**src/rtl/blit_pkg.sv**
```systemverilog
// Shared definitions for the sprite blitter.
//   blit_mode_e  : DRAW (sprite ROM) / FILL (solid colour)
//   blit_state_e : IDLE -> RUN -> FLUSH -> DONE -> IDLE
//   DEF_SCREEN_W/H : default visible screen size
//   COLOUR_WHITE : erase colour (erase = FILL with white)
//   cnt_w()      : counter width helper that never returns 0
package blit_pkg;

  typedef enum logic {
    MODE_DRAW = 1'b0,
    MODE_FILL = 1'b1
  } blit_mode_e;

  typedef enum logic [1:0] {
    IDLE  = 2'd0,
    RUN   = 2'd1,
    FLUSH = 2'd2,
    DONE  = 2'd3
  } blit_state_e;

  localparam int         DEF_SCREEN_W = 320;
  localparam int         DEF_SCREEN_H = 240;
  localparam logic [2:0] COLOUR_WHITE = 3'b111;

  // A 1-entry range still needs a 1-bit counter.
  function automatic int cnt_w(input int n);
    return (n > 1) ? $clog2(n) : 1;
  endfunction

endpackage

```
**src/rtl/sprite_blitter_if.sv**
```systemverilog
// Pixel-side bus of the sprite blitter: sprite ROM read port plus the
// plot stream towards the vga_adapter.
//   master (blitter): drives rom_addr, out_x, out_y, out_colour, plot;
//                     samples rom_data (valid one cycle after rom_addr).
//   slave  (ROM/VGA): the mirror image.
interface sprite_blitter_if
  import blit_pkg::*;
#(
  parameter int X_W      = 9,
  parameter int Y_W      = 8,
  parameter int COLOUR_W = 3,
  parameter int SPR_W    = 32,
  parameter int SPR_H    = 32
);
  localparam int A_W = cnt_w(SPR_W * SPR_H);

  logic [A_W-1:0]      rom_addr;
  logic [COLOUR_W-1:0] rom_data;
  logic [X_W-1:0]      out_x;
  logic [Y_W-1:0]      out_y;
  logic [COLOUR_W-1:0] out_colour;
  logic                plot;

  modport master (
    output rom_addr, out_x, out_y, out_colour, plot,
    input  rom_data
  );

  modport slave (
    input  rom_addr, out_x, out_y, out_colour, plot,
    output rom_data
  );

endinterface

```
**src/rtl/blit_counter.sv**
```systemverilog
// Raster counter for the sprite walk.
//   clear   : force cx=cy=0 (takes priority over advance)
//   advance : step one pixel in row-major order, wrapping at the sprite edge
//   cx, cy  : current sprite-relative pixel
//   last    : current pixel is (SPR_W-1, SPR_H-1)
module blit_counter
  import blit_pkg::*;
#(
  parameter int SPR_W = 32,
  parameter int SPR_H = 32,
  localparam int CX_W = cnt_w(SPR_W),
  localparam int CY_W = cnt_w(SPR_H)
)(
  input  logic            clock,
  input  logic            resetn,
  input  logic            clear,
  input  logic            advance,
  output logic [CX_W-1:0] cx,
  output logic [CY_W-1:0] cy,
  output logic            last
);

  logic [CX_W-1:0] cx_q, cx_d;
  logic [CY_W-1:0] cy_q, cy_d;
  logic            row_end;

  assign row_end = (cx_q == CX_W'(SPR_W - 1));
  assign last    = row_end && (cy_q == CY_W'(SPR_H - 1));

  always_comb begin
    cx_d = cx_q;
    cy_d = cy_q;
    if (clear) begin
      cx_d = '0;
      cy_d = '0;
    end else if (advance) begin
      if (row_end) begin
        cx_d = '0;
        // Wrap fully after the last pixel so the idle address reads 0.
        cy_d = last ? '0 : cy_q + 1'b1;
      end else begin
        cx_d = cx_q + 1'b1;
      end
    end
  end

  always_ff @(posedge clock or negedge resetn) begin
    if (!resetn) begin
      cx_q <= '0;
      cy_q <= '0;
    end else begin
      cx_q <= cx_d;
      cy_q <= cy_d;
    end
  end

  assign cx = cx_q;
  assign cy = cy_q;

endmodule

```
**src/rtl/sprite_blitter.sv**
```systemverilog
// Sprite blitter: walks an SPR_W x SPR_H sprite in raster order, one pixel
// per cycle, and emits plot strokes at origin + offset.
//   clock, resetn : clock / async active-low reset
//   start         : request, honoured only in IDLE
//   mode          : 0 = DRAW (colour from sprite ROM, TRANSPARENT skipped),
//                   1 = FILL (fill_colour everywhere)
//   origin_x/y    : top-left of the blit, latched at start
//   fill_colour   : FILL colour, latched at start
//   pix           : ROM read port + plot stream (sprite_blitter_if.master)
//   busy, done    : busy in RUN/FLUSH/DONE; done pulses one cycle in DONE
// Optional feature: define BLIT_CLIP_EN to suppress plots whose unwrapped
// coordinate falls outside SCREEN_W x SCREEN_H. Cycle count is unchanged.
module sprite_blitter
  import blit_pkg::*;
#(
  parameter int                  X_W         = 9,
  parameter int                  Y_W         = 8,
  parameter int                  COLOUR_W    = 3,
  parameter int                  SPR_W       = 32,
  parameter int                  SPR_H       = 32,
  parameter int                  SCREEN_W    = DEF_SCREEN_W,
  parameter int                  SCREEN_H    = DEF_SCREEN_H,
  parameter logic [COLOUR_W-1:0] TRANSPARENT = 3'b101
)(
  input  logic                clock,
  input  logic                resetn,
  input  logic                start,
  input  logic                mode,
  input  logic [X_W-1:0]      origin_x,
  input  logic [Y_W-1:0]      origin_y,
  input  logic [COLOUR_W-1:0] fill_colour,
  sprite_blitter_if.master    pix,
  output logic                busy,
  output logic                done
);

  localparam int CX_W = cnt_w(SPR_W);
  localparam int CY_W = cnt_w(SPR_H);
  localparam int A_W  = cnt_w(SPR_W * SPR_H);
  // Wide enough that origin + offset (offset < 256) never overflows,
  // so the clip compare sees the unwrapped coordinate.
  localparam int XS_W = X_W + 9;
  localparam int YS_W = Y_W + 9;

  blit_state_e         state_q, state_d;
  blit_mode_e          mode_q, mode_d;
  logic [X_W-1:0]      ox_q, ox_d;
  logic [Y_W-1:0]      oy_q, oy_d;
  logic [COLOUR_W-1:0] fill_q, fill_d;

  // Pixel stage: one register between address issue and plot.
  logic                vld_q, vld_d;
  logic                vis_q, vis_d;
  logic [X_W-1:0]      x_q, x_d;
  logic [Y_W-1:0]      y_q, y_d;

  logic                cnt_clear, cnt_adv, cnt_last, run;
  logic [CX_W-1:0]     cx;
  logic [CY_W-1:0]     cy;
  logic [XS_W-1:0]     xs;
  logic [YS_W-1:0]     ys;
  logic                on_screen;

  blit_counter #(
    .SPR_W (SPR_W),
    .SPR_H (SPR_H)
  ) u_cnt (
    .clock   (clock),
    .resetn  (resetn),
    .clear   (cnt_clear),
    .advance (cnt_adv),
    .cx      (cx),
    .cy      (cy),
    .last    (cnt_last)
  );

  assign run          = (state_q == RUN);
  assign pix.rom_addr = A_W'(cy) * A_W'(SPR_W) + A_W'(cx);

  assign xs        = XS_W'(ox_q) + XS_W'(cx);
  assign ys        = YS_W'(oy_q) + YS_W'(cy);
  assign on_screen = (xs < XS_W'(SCREEN_W)) && (ys < YS_W'(SCREEN_H));

  // Control FSM and operand latch.
  always_comb begin
    state_d   = state_q;
    mode_d    = mode_q;
    ox_d      = ox_q;
    oy_d      = oy_q;
    fill_d    = fill_q;
    cnt_clear = 1'b0;
    cnt_adv   = 1'b0;
    case (state_q)
      IDLE: begin
        if (start) begin
          state_d   = RUN;
          cnt_clear = 1'b1;
          mode_d    = blit_mode_e'(mode);
          ox_d      = origin_x;
          oy_d      = origin_y;
          fill_d    = fill_colour;
        end
      end
      RUN: begin
        cnt_adv = 1'b1;
        if (cnt_last) state_d = FLUSH;
      end
      FLUSH:   state_d = DONE;
      DONE:    state_d = IDLE;
      default: state_d = IDLE;
    endcase
  end

  // Pixel stage: coordinates are modular in X_W / Y_W.
  always_comb begin
    vld_d = run;
    x_d   = run ? xs[X_W-1:0] : '0;
    y_d   = run ? ys[Y_W-1:0] : '0;
`ifdef BLIT_CLIP_EN
    vis_d = run && on_screen;
`else
    vis_d = run;
`endif
  end

`ifndef BLIT_CLIP_EN
  logic unused_clip;
  assign unused_clip = on_screen;
`endif

  always_ff @(posedge clock or negedge resetn) begin
    if (!resetn) begin
      state_q <= IDLE;
      mode_q  <= MODE_DRAW;
      ox_q    <= '0;
      oy_q    <= '0;
      fill_q  <= '0;
      vld_q   <= 1'b0;
      vis_q   <= 1'b0;
      x_q     <= '0;
      y_q     <= '0;
    end else begin
      state_q <= state_d;
      mode_q  <= mode_d;
      ox_q    <= ox_d;
      oy_q    <= oy_d;
      fill_q  <= fill_d;
      vld_q   <= vld_d;
      vis_q   <= vis_d;
      x_q     <= x_d;
      y_q     <= y_d;
    end
  end

  // rom_data arrives in the same cycle as the staged coordinates, so the
  // colour and the transparency key are resolved combinationally here.
  always_comb begin
    pix.out_colour = '0;
    pix.plot       = 1'b0;
    if (vld_q) begin
      if (mode_q == MODE_FILL) begin
        pix.out_colour = fill_q;
        pix.plot       = vis_q;
      end else begin
        pix.out_colour = pix.rom_data;
        pix.plot       = vis_q && (pix.rom_data != TRANSPARENT);
      end
    end
  end

  assign pix.out_x = x_q;
  assign pix.out_y = y_q;
  assign busy      = (state_q != IDLE);
  assign done      = (state_q == DONE);

endmodule

```
**src/flat_wrapper.sv**
```systemverilog
// flat-port wrapper written by rule: the top's interface ports become plain ports
module sprite_blitter_flat import blit_pkg::*;
#(
  parameter int                  X_W         = 9,
  parameter int                  Y_W         = 8,
  parameter int                  COLOUR_W    = 3,
  parameter int                  SPR_W       = 32,
  parameter int                  SPR_H       = 32,
  parameter int                  SCREEN_W    = DEF_SCREEN_W,
  parameter int                  SCREEN_H    = DEF_SCREEN_H,
  parameter logic [COLOUR_W-1:0] TRANSPARENT = 3'b101
)
  (clock, resetn, start, mode, origin_x, origin_y, fill_colour, busy, done, pix_rom_addr, pix_out_x, pix_out_y, pix_out_colour, pix_plot, pix_rom_data);
  sprite_blitter_if #(.X_W(X_W), .Y_W(Y_W), .COLOUR_W(COLOUR_W), .SPR_W(SPR_W), .SPR_H(SPR_H)) pix_i ();
  input  logic clock;
  input  logic resetn;
  input  logic start;
  input  logic mode;
  input  logic [X_W-1:0] origin_x;
  input  logic [Y_W-1:0] origin_y;
  input  logic [COLOUR_W-1:0] fill_colour;
  output logic busy;
  output logic done;
  output wire logic [$bits(pix_i.rom_addr)-1:0] pix_rom_addr;
  output wire logic [$bits(pix_i.out_x)-1:0] pix_out_x;
  output wire logic [$bits(pix_i.out_y)-1:0] pix_out_y;
  output wire logic [$bits(pix_i.out_colour)-1:0] pix_out_colour;
  output wire logic [$bits(pix_i.plot)-1:0] pix_plot;
  input wire logic [$bits(pix_i.rom_data)-1:0] pix_rom_data;
  assign pix_rom_addr = pix_i.rom_addr;
  assign pix_out_x = pix_i.out_x;
  assign pix_out_y = pix_i.out_y;
  assign pix_out_colour = pix_i.out_colour;
  assign pix_plot = pix_i.plot;
  assign pix_i.rom_data = pix_rom_data;
  sprite_blitter #(.X_W(X_W), .Y_W(Y_W), .COLOUR_W(COLOUR_W), .SPR_W(SPR_W), .SPR_H(SPR_H), .SCREEN_W(SCREEN_W), .SCREEN_H(SCREEN_H), .TRANSPARENT(TRANSPARENT)) u_core (.clock(clock), .resetn(resetn), .start(start), .mode(mode), .origin_x(origin_x), .origin_y(origin_y), .fill_colour(fill_colour), .pix(pix_i), .busy(busy), .done(done));
endmodule
```
**config.mk**
```make
export PLATFORM = sky130hd
export DESIGN_NAME = sprite_blitter_flat
export DESIGN_NICKNAME = d
export VERILOG_FILES = /design/src/rtl/blit_pkg.sv /design/src/rtl/sprite_blitter_if.sv /design/src/rtl/blit_counter.sv /design/src/rtl/sprite_blitter.sv /design/src/flat_wrapper.sv
export SDC_FILE = /design/constraint.sdc
export NUM_CORES = 1
export LEC_CHECK = 0
export ABC_AREA = 1
export BUFFER_PORTS_ARGS = -buffer_cell sky130_fd_sc_hd__buf_2
export CORE_ASPECT_RATIO = 1.1
export CORE_MARGIN = 1
export CORE_UTILIZATION = 60
export CTS_BUF_LIST = sky130_fd_sc_hd__clkbuf_8
export DETAILED_ROUTE_END_ITERATION = 8
export PLACE_DENSITY = 0.88
export SETUP_SLACK_MARGIN = 0.3
export SLEW_MARGIN = 0
export SYNTH_ARGS = -nofsm -noshare
export SYNTH_HDL_FRONTEND = slang
export SYNTH_HIERARCHICAL = 1
export SYNTH_SLANG_ARGS = --single-unit
```
**constraint.sdc**
```tcl
create_clock -name clock -period 4 [get_ports clock]
set_input_delay 0.6 -clock clock [delete_from_list [all_inputs] [get_ports clock]]
set_output_delay 0.6 -clock clock [all_outputs]
set_load 0.1 [all_outputs]
```
Yosys cells after proc, flatten, opt, wreduce, memory -nomap -nowiden
Index checks and enable logic that the tools add are counted.
W data, S select, Z words.

storage, ports and cells
  output and inout bits = 33
  register bits = 51
  input port bits = 27
  word-level logic and storage cells = 51

operators by class
  equality and inequality tests = 8
  reduce and logical (&&, ||, !) cells = 9
  muxes and demuxes = 19
  add/subtract/negate cells = 5

operators by type and width
  kind                   count
  $mux W5                7
  $add A10 B5 Y10        1
  $add A5 B1 Y5 const B  2
  $eq A5 B5 Y1 const B   2
  $add A9 B5 Y9          1
  $mux W9                1
  $add A8 B5 Y8          1
  $mux W8                1
  $pmux W2 S4            1
  $mux W3                2
  $reduce_and A2 Y1      3
  $reduce_bool A2 Y1     3
  $mux W1                5
  $eq A2 B2 Y1 const B   2
  $mux W2                2
  $ne A2 B2 Y1 const B   2
  $ne A3 B3 Y1 const B   1
  $eq A2 B1 Y1 const B   1
  $logic_and A1 B1 Y1    2
  $logic_not A2 Y1       1

Longest topological paths before layout
Gate-level depths: netlist of run 1.

  depth in word-level cells = 6
  gate-level depth with buffers = 11
  gate-level depth less buffers = 10

By module
Netlist of run 1, hierarchy kept.

modules (own cells, without submodules)
  module          seq. area each (µm²)  instances  cells each  area each (µm²)
  sprite_blitter  1026.0                1          251         2079.5
  blit_counter    250.2                 1          68          526.8

Worst setup path after synthesis of run 1
Ideal clock, no wire load.

  path kind = input to output
  start = input pix_rom_data[0]
  end = output pix_plot
  cell stages on the path = 1
  slack = 1139 ps
  arrival = 2261 ps
  required time = 3400 ps
  path buffers = 0
  cell sequence = a31oi_1

between the ends
  word-level cells in the longest chain between the ends = 4

ends and longest elaborated chain
  what                 RTL line               text
  from (decl)          flat_wrapper.sv:29     input wire logic [$bits(pix_i.rom_data)-1:0] pix_rom_data;
  $ne A3 B3 Y1         sprite_blitter.sv:166  pix.plot = vis_q && (pix.rom_data != TRANSPARENT);
  $logic_and A1 B1 Y1  sprite_blitter.sv:166
  $mux W1              sprite_blitter.sv:161  if (mode_q == MODE_FILL) begin
  $mux W1              sprite_blitter.sv:160  if (vld_q) begin
  to (decl)            flat_wrapper.sv:28     output wire logic [$bits(pix_i.plot)-1:0] pix_plot;

No other way between the ends.

Final worst setup path of run 1
  start = register u_core.state_q[0]
  end = output busy

between the ends
  word-level cells in the longest chain between the ends = 1

ends and longest elaborated chain
  what                    RTL line               text
  from (decl)             sprite_blitter.sv:45   blit_state_e state_q, state_d;
  from (signal assigned)  sprite_blitter.sv:143  state_q <= state_d;
  $reduce_bool A2 Y1      sprite_blitter.sv:173  assign busy = (state_q != IDLE);
  to (decl)               flat_wrapper.sv:22     output logic busy;

No other way between the ends.

==> results of run 1 <==
==> through the flow <==
stage	setup slack, ps	utilization (%)	hold slack [ps]	instance area (um^2)
finish	1876	74.57	485.0	3023
floorplan	1139	-	304.4	2606
global placement	2081	72.56	465.9	2942
CTS	1860	74.57	491.4	3023
global route	1789	74.57	503.5	3023
detailed placement	2059	72.56	470.3	2942
==> layout by cell type (no fill, tap or decap) <==
cell | Yosys | final
nand2_1 | 109 | 109
dfrtp_1 | 51 | 51
fa_1 | 2 | 2
nor2_1 | 31 | 31
nand3_1 | 22 | 22
xnor2_1 | 1 | 1
buf_4 | 1 | 1
clkinv_2 | 0 | 1
o21ai_0 | 16 | 16
o21ai_1 | 2 | 2
nand3b_1 | 2 | 2
clkbuf_8 | 0 | 5
and3_1 | 1 | 1
buf_2 | 5 | 59
nand4_1 | 1 | 1
or2_1 | 1 | 1
nand2_2 | 2 | 2
o22ai_2 | 1 | 1
a21oi_1 | 15 | 15
or2_4 | 1 | 1
a31oi_1 | 1 | 1
inv_1 | 34 | 36
ha_1 | 19 | 19
and2_4 | 1 | 1
==> layout make-up <==
cell class                 count  area [um^2]
fill                         318         1031
timing repair buffer          60        302.8
inverter                      34        127.6
tap                           52        65.06
sequential                    51         1276
multi-input combinational    228         1170
clock buffer                   5        68.82
clock inverter                 3        12.51
==> critical path: stages (launching register included) <==
cell and delay (ps):
dfrtp_1 410, inv_1 100, ha_1 220, inv_1 80
buf_2 430
==> cell families after synthesis <==
kind of cell,count (synthesis)
AND/OR/NAND/NOR,171
flip-flops,51
buffers and inverters,40
AO/OA/AOI/OAI,35
adder cells (fa/ha/maj),21
XOR/XNOR,1
==> layer usage <==
layer,global-route usage (%),wire length [um],vias up
li1,-,-,1125
met1,32.90,2269,1026
met2,44.91,2731,73
met3,4.516,266,8
met4,10.37,76,0
met5,0,0,-
==> flip-flops by register name, indices dropped and copies added, names as in the netlist <==
signal            cells
u_core/fill_q         3
u_core/mode_q         1
u_core/ox_q           9
u_core/oy_q           8
u_core/pix.out_x      9
u_core/pix.out_y      8
u_core/state_q        2
u_core/u_cnt/cx       5
u_core/u_cnt/cy       5
u_core/vis_q          1
==> path summary, 6_finish.rpt <==
kind                                                from                        endpoint  slack (ps)
min in group clock          u_core/fill_q[0]$_DFFE_PN0P_    u_core/fill_q[0]$_DFFE_PN0P_         490
setup / recovery           u_core/state_q[0]$_DFFE_PN0P_                            busy        1880
max in group asynchronous                         resetn    u_core/fill_q[1]$_DFFE_PN0P_        2820
hold reg to reg             u_core/fill_q[0]$_DFFE_PN0P_    u_core/fill_q[0]$_DFFE_PN0P_         490
setup reg to reg           u_core/state_q[0]$_DFFE_PN0P_  u_core/u_cnt/cx[3]$_DFFE_PN0P_        2020
hold / removal                                    resetn      u_core/ox_q[7]$_DFFE_PN0P_         490
==> reports/results.txt, run 1 <==
CP max FO - 4
H-tree Lvls - 2
Vias - 2232
Post-layout minimum cycle time - 2124 ps
Final Cycle Share - 53.11%
Total Wirelength - 5.344 mm
Setup_tns - 0 ps
Outcome - finished clean
Post-synth EDFFs - 0
Die H - 71.13 um
Buffer count from post-CTS setup fixing - 0
Worst Setup End Kind - output port
Clock buffer depth - 2
Initial antenna violation count - 0
Main combinational cell family by area after synthesis - simple AND/OR/NAND/NOR gates
Routed WL per cell - 12.34 um
Top cell type by total area after synthesis - dfrtp_1
IO Port Bufs - 59
# hold bufs at CTS - 0
Total of max-cap violations - 0
Placed Cells - 425
DR DRC count - 0
Number of nets with antenna violations after routing - 0
Placer Congestion - 0.8501
Unrepaired setup endpoints after global routing - no
Synth Area in Compound Gates - 7.057%
Slew HR - 27.45%
First-pass GRT wire length - 9.246 mm
Maximum clock rate - 470.7 MHz
Data arrival, critical path - 1520 ps
Antenna Cells - 0
Critical Setup Path Class - reg2out
Row count - 24
Synth Area in Simple Gates - 26.84%
Worst-skew pair later-pin latency - 290 ps
# IOs - 60
Pre-Repair DR Iteration Count - 5
Netlist Area Pre-Place - 2606 um^2
Drt initial violations - 163
Worst-margin pin slew - 1088 ps
Overflow left after global routing - 0
Clock skew - 8.337 ps
Post-Syn Nets - 367
CTS sink cnt - 51
Initial core utilization - 64.29%
Synth area leaders - dfrtp_1 (49%), nand2_1 (16%), ha_1 (9.1%), inv_1 (4.9%), nor2_1 (4.5%)
Floorplan die width - 64.84 um
Max Slew Vio Count - 0
Setup violators final - 0
Main synth FF type - dfrtp_1
Number of nets in the layout - 428
Final hold violation count - 0
YS warnings - 6
CTS tree - yes
CTS buffer count - 5
Clk root buf - clkbuf_8
DIE AREA - 4612 um^2
Worst-path clk slew - 90 ps
CTS resizes - 0
Worst R2R Path Depth - 9
Crit path required time - 3400 ps
Startpoint types - register
Area grow syn2layout - 15.99%
Count leader, synth - nand2_1
Commonest cells post-synth - nand2_1 (109), dfrtp_1 (51), inv_1 (34), nor2_1 (31), nand3_1 (22)
Hold WC Path Type - in2async
Largest net degree at the start of global routing - 52
Finished Layout Cells - 433
Vias in the first global route - 2181
Via-per-instance ratio - 5.155
Async SR Flop Fraction - 100.0%
Seq cells post-synth - 51
Top cell type's share of synthesized area - 48.97%
Fraction of layout cells with a size suffix above 1 - 18.64%
Yosys cell types - 22
Mux share of post-synthesis cell area - 0%
Register area share after synthesis - 48.97%
Syn avg cell area - 8.170 um^2
DP HPWL - 3.939 mm
Core area - 4054 um^2
Tot GR Track Use - 26.28%
Synth Area in Adders - 10.66%
Synth Instances - 319
Xor-xnor portion of the synthesized cell area - 0.3361%
Power of run 1 is left out: the tool's default activity adds up to more than one toggle a clock period on the data nets, which glitch-free logic cannot reach.
==> inputs of run 2 (changes only) <==
--- a/config.mk
+++ b/config.mk
@@ -9,10 +9,10 @@
 export BUFFER_PORTS_ARGS = -buffer_cell sky130_fd_sc_hd__buf_2
 export CORE_ASPECT_RATIO = 1.1
 export CORE_MARGIN = 1
-export CORE_UTILIZATION = 60
+export CORE_UTILIZATION = 56
 export CTS_BUF_LIST = sky130_fd_sc_hd__clkbuf_8
 export DETAILED_ROUTE_END_ITERATION = 8
-export PLACE_DENSITY = 0.88
+export PLACE_DENSITY = 0.82
 export SETUP_SLACK_MARGIN = 0.3
 export SLEW_MARGIN = 0
 export SYNTH_ARGS = -nofsm -noshare
==> constraint.sdc (replaced) <==
create_clock -name clock -period 2.1 [get_ports clock]
set_input_delay 0.315 -clock clock [delete_from_list [all_inputs] [get_ports clock]]
set_output_delay 0.315 -clock clock [all_outputs]
set_load 0.1 [all_outputs]
==> run 2 against run 1 <==
  * The flow now finishes with violations (hold timing)
  * Hold slack lost 490 ps
  * Via count grew 2.8%
  * Flip-flop and latch count stayed put
  * Register-to-register slack worse by 1600 ps
  * First-iteration DRC count increased by 17%
  * Sequential share of layout area decreased by 0.91 points
  * Clock-buffer cell count up 1
  * Critical path depth unchanged
==> reports/results.txt, run 2 (synthesized netlist as in run 1, its figures left out) <==
Worst Setup SP - u_core/state_q[0]$_DFFE_PN0P_
Initial core utilization - 59.51% (-4.8 points)
Final Cycle Share - 81.23%
Worst Setup End Kind - output port
Core area - 4379 um^2 (+8.0%)
Number of nets in the layout - 433 (+1.2%)
Worst-path clk slew - 90 ps (about the same)
CP endpoint - busy
Overflow left after global routing - 0 (unchanged)
Total Wirelength - 5.506 mm (+3.0%)
Register area - 1296 um^2 (+1.6%)
Worst R2R Path Depth - 8 (-1)
Hold Slack - -5.313 ps (-490.4 ps)
Floorplan die width - 67.05 um (+3.4%)
Vias - 2294 (+2.8%)
Setup_tns - 0 ps (unchanged)
Leading cell type in the layout, fill and taps excluded - nand2_1
Hold WC Path Type - in2async
Setup violators final - 0 (unchanged)
# IOs - 60 (unchanged)
Failing checks - hold timing
H-tree Lvls - 2 (unchanged)
Area grow syn2layout - 20.40%
Multi-input logic area - 1195 um^2 (+2.1%)
Filler cell count - 358 (+13%)
DIE AREA - 4931 um^2 (+6.9%)
CP max FO - 4 (unchanged)
Vias in the first global route - 2358 (+8.1%)
Startpoint types - register
Crit path required time - 1780 ps (-1620 ps)
CTS sink cnt - 51 (unchanged)
Row count - 25 (+4.2%)
First-pass GRT wire length - 9.563 mm (+3.4%)
Critical Setup Path Class - reg2out
# hold bufs at CTS - 0 (unchanged)
DR DRC count - 0 (unchanged)
Number of nets with antenna violations after routing - 0 (unchanged)
Post-layout minimum cycle time - 1706 ps
DP HPWL - 4.150 mm (+5.4%)
Total of max-cap violations - 0 (unchanged)
Clock buffer depth - 2 (unchanged)
Largest net degree at the start of global routing - 29 (-44%)
Antenna Cells - 0 (unchanged)
IO Port Bufs - 59 (unchanged)
Placer Congestion - 0.9256 (+8.9%)
Outcome - finished, violations left
Worst-margin pin slew - 560.0 ps (-528.3 ps)
Slew HR - 62.67% (+35 points)
Max Slew Vio Count - 0 (unchanged)
Maximum clock rate - 586.2 MHz
Flop2flop setup slack - 400 ps (-1620 ps)
Initial antenna violation count - 0 (unchanged)
Final hold violation count - 8 (+8)
Pre-Repair DR Iteration Count - 5 (unchanged)
Reg2reg start - u_core/u_cnt/cx[1]$_DFFE_PN0P_
CTS buffer count - 5 (unchanged)
Worst-skew pair later-pin latency - 300 ps (about the same)
Unrepaired setup endpoints after global routing - yes
Clock skew - 9.596 ps (+1.259 ps)
Most frequent cells in the layout - nand2_1 (108), buf_2 (56), dfrtp_1 (41)
Clk root buf - clkbuf_8
Via-per-instance ratio - 5.214 (+1.1%)
Data arrival, critical path - 1390 ps (-130 ps)
CTS tree - yes
Fraction of layout cells with a size suffix above 1 - 25.13% (+6.5 points)
Tot GR Track Use - 25.63% (-0.65 points)
Reg-to-reg critical path endpoint - u_core/state_q[1]$_DFFE_PN0P_
Die H - 73.55 um (+3.4%)
Routed WL per cell - 12.51 um (+1.4%)
Drt initial violations - 190 (+17%)
==> run 2: changes by cell type in the layout (fill, tap and decap cells not counted), sizes merged <==
cell    previous run  this run
inv               36        35
clkbuf             5         8
buf               60        63
==> run 2: worst min-delay path by stage <==
stage,end
after detailed placement,u_core/ox_q[6]$_DFFE_PN0P_
after global routing,u_core/u_cnt/cx[1]$_DFFE_PN0P_
after floorplan,u_core/fill_q[0]$_DFFE_PN0P_
after global placement,u_core/ox_q[6]$_DFFE_PN0P_
after CTS,u_core/u_cnt/cx[1]$_DFFE_PN0P_
final,u_core/u_cnt/cx[1]$_DFFE_PN0P_
==> run 2: repair_timing <==
| item | 4_1_cts | 5_1_grt |
|---|---|---|
| cloned | 0 | 0 |
| buffers inserted | 0 | 1 |
| pin swaps | 0 | 1 |
| endpoints found under the hold margin | 0 | 0 |
| gates resized for setup | 1 | 7 |
| endpoints found under the setup margin | 1 | 13 |
==> run 2: critical path: stages, from the launching register on <==
cell and delay [ps]:
dfrtp_1 410, inv_1 100, ha_1 210, inv_1 80
buf_4 290
==> run 2: area by class of cell <==
type	instances	area share (%)
clock buffer	6	2.632
clock inverter	2	0.2791
inverter	34	4.067
multi-input combinational	228	38.08
sequential	51	41.31
tap	54	2.153
timing repair buffer	65	11.48
==> run 2: per-layer routing <==
metal  share of wire [%]  track usage, %  vias up  wire, um
met3                 4.2           3.882       11       233
met5                   0               0        -         0
met4                 2.3           11.82        0       124
met2                  50           45.44       59      2768
met1                  43           30.00     1089      2379
li1                    -               -     1135         -
==> run 2: per-stage QoR <==
| stage | instances | setup slack (ps) | cell area (um^2) | hold WS (ps) | utilization (%) |
|---|---|---|---|---|---|
| 5_1_grt | 440 | 257.2 | 3138 | 36.98 | 71.66 |
| 4_1_cts | 439 | 322.9 | 3118 | 5.493 | 71.20 |
| 2_1_floorplan | 319 | 306.1 | 2644 | 19.41 | - |
| 6_report | 440 | 394.2 | 3138 | -5.313 | 71.66 |
| 3_5_place_dp | 431 | 369.5 | 3024 | 338.1 | 69.06 |
| 3_3_place_gp | 431 | 439.9 | 3024 | 328.2 | 69.06 |
Power of run 2 is left out for the same reason.
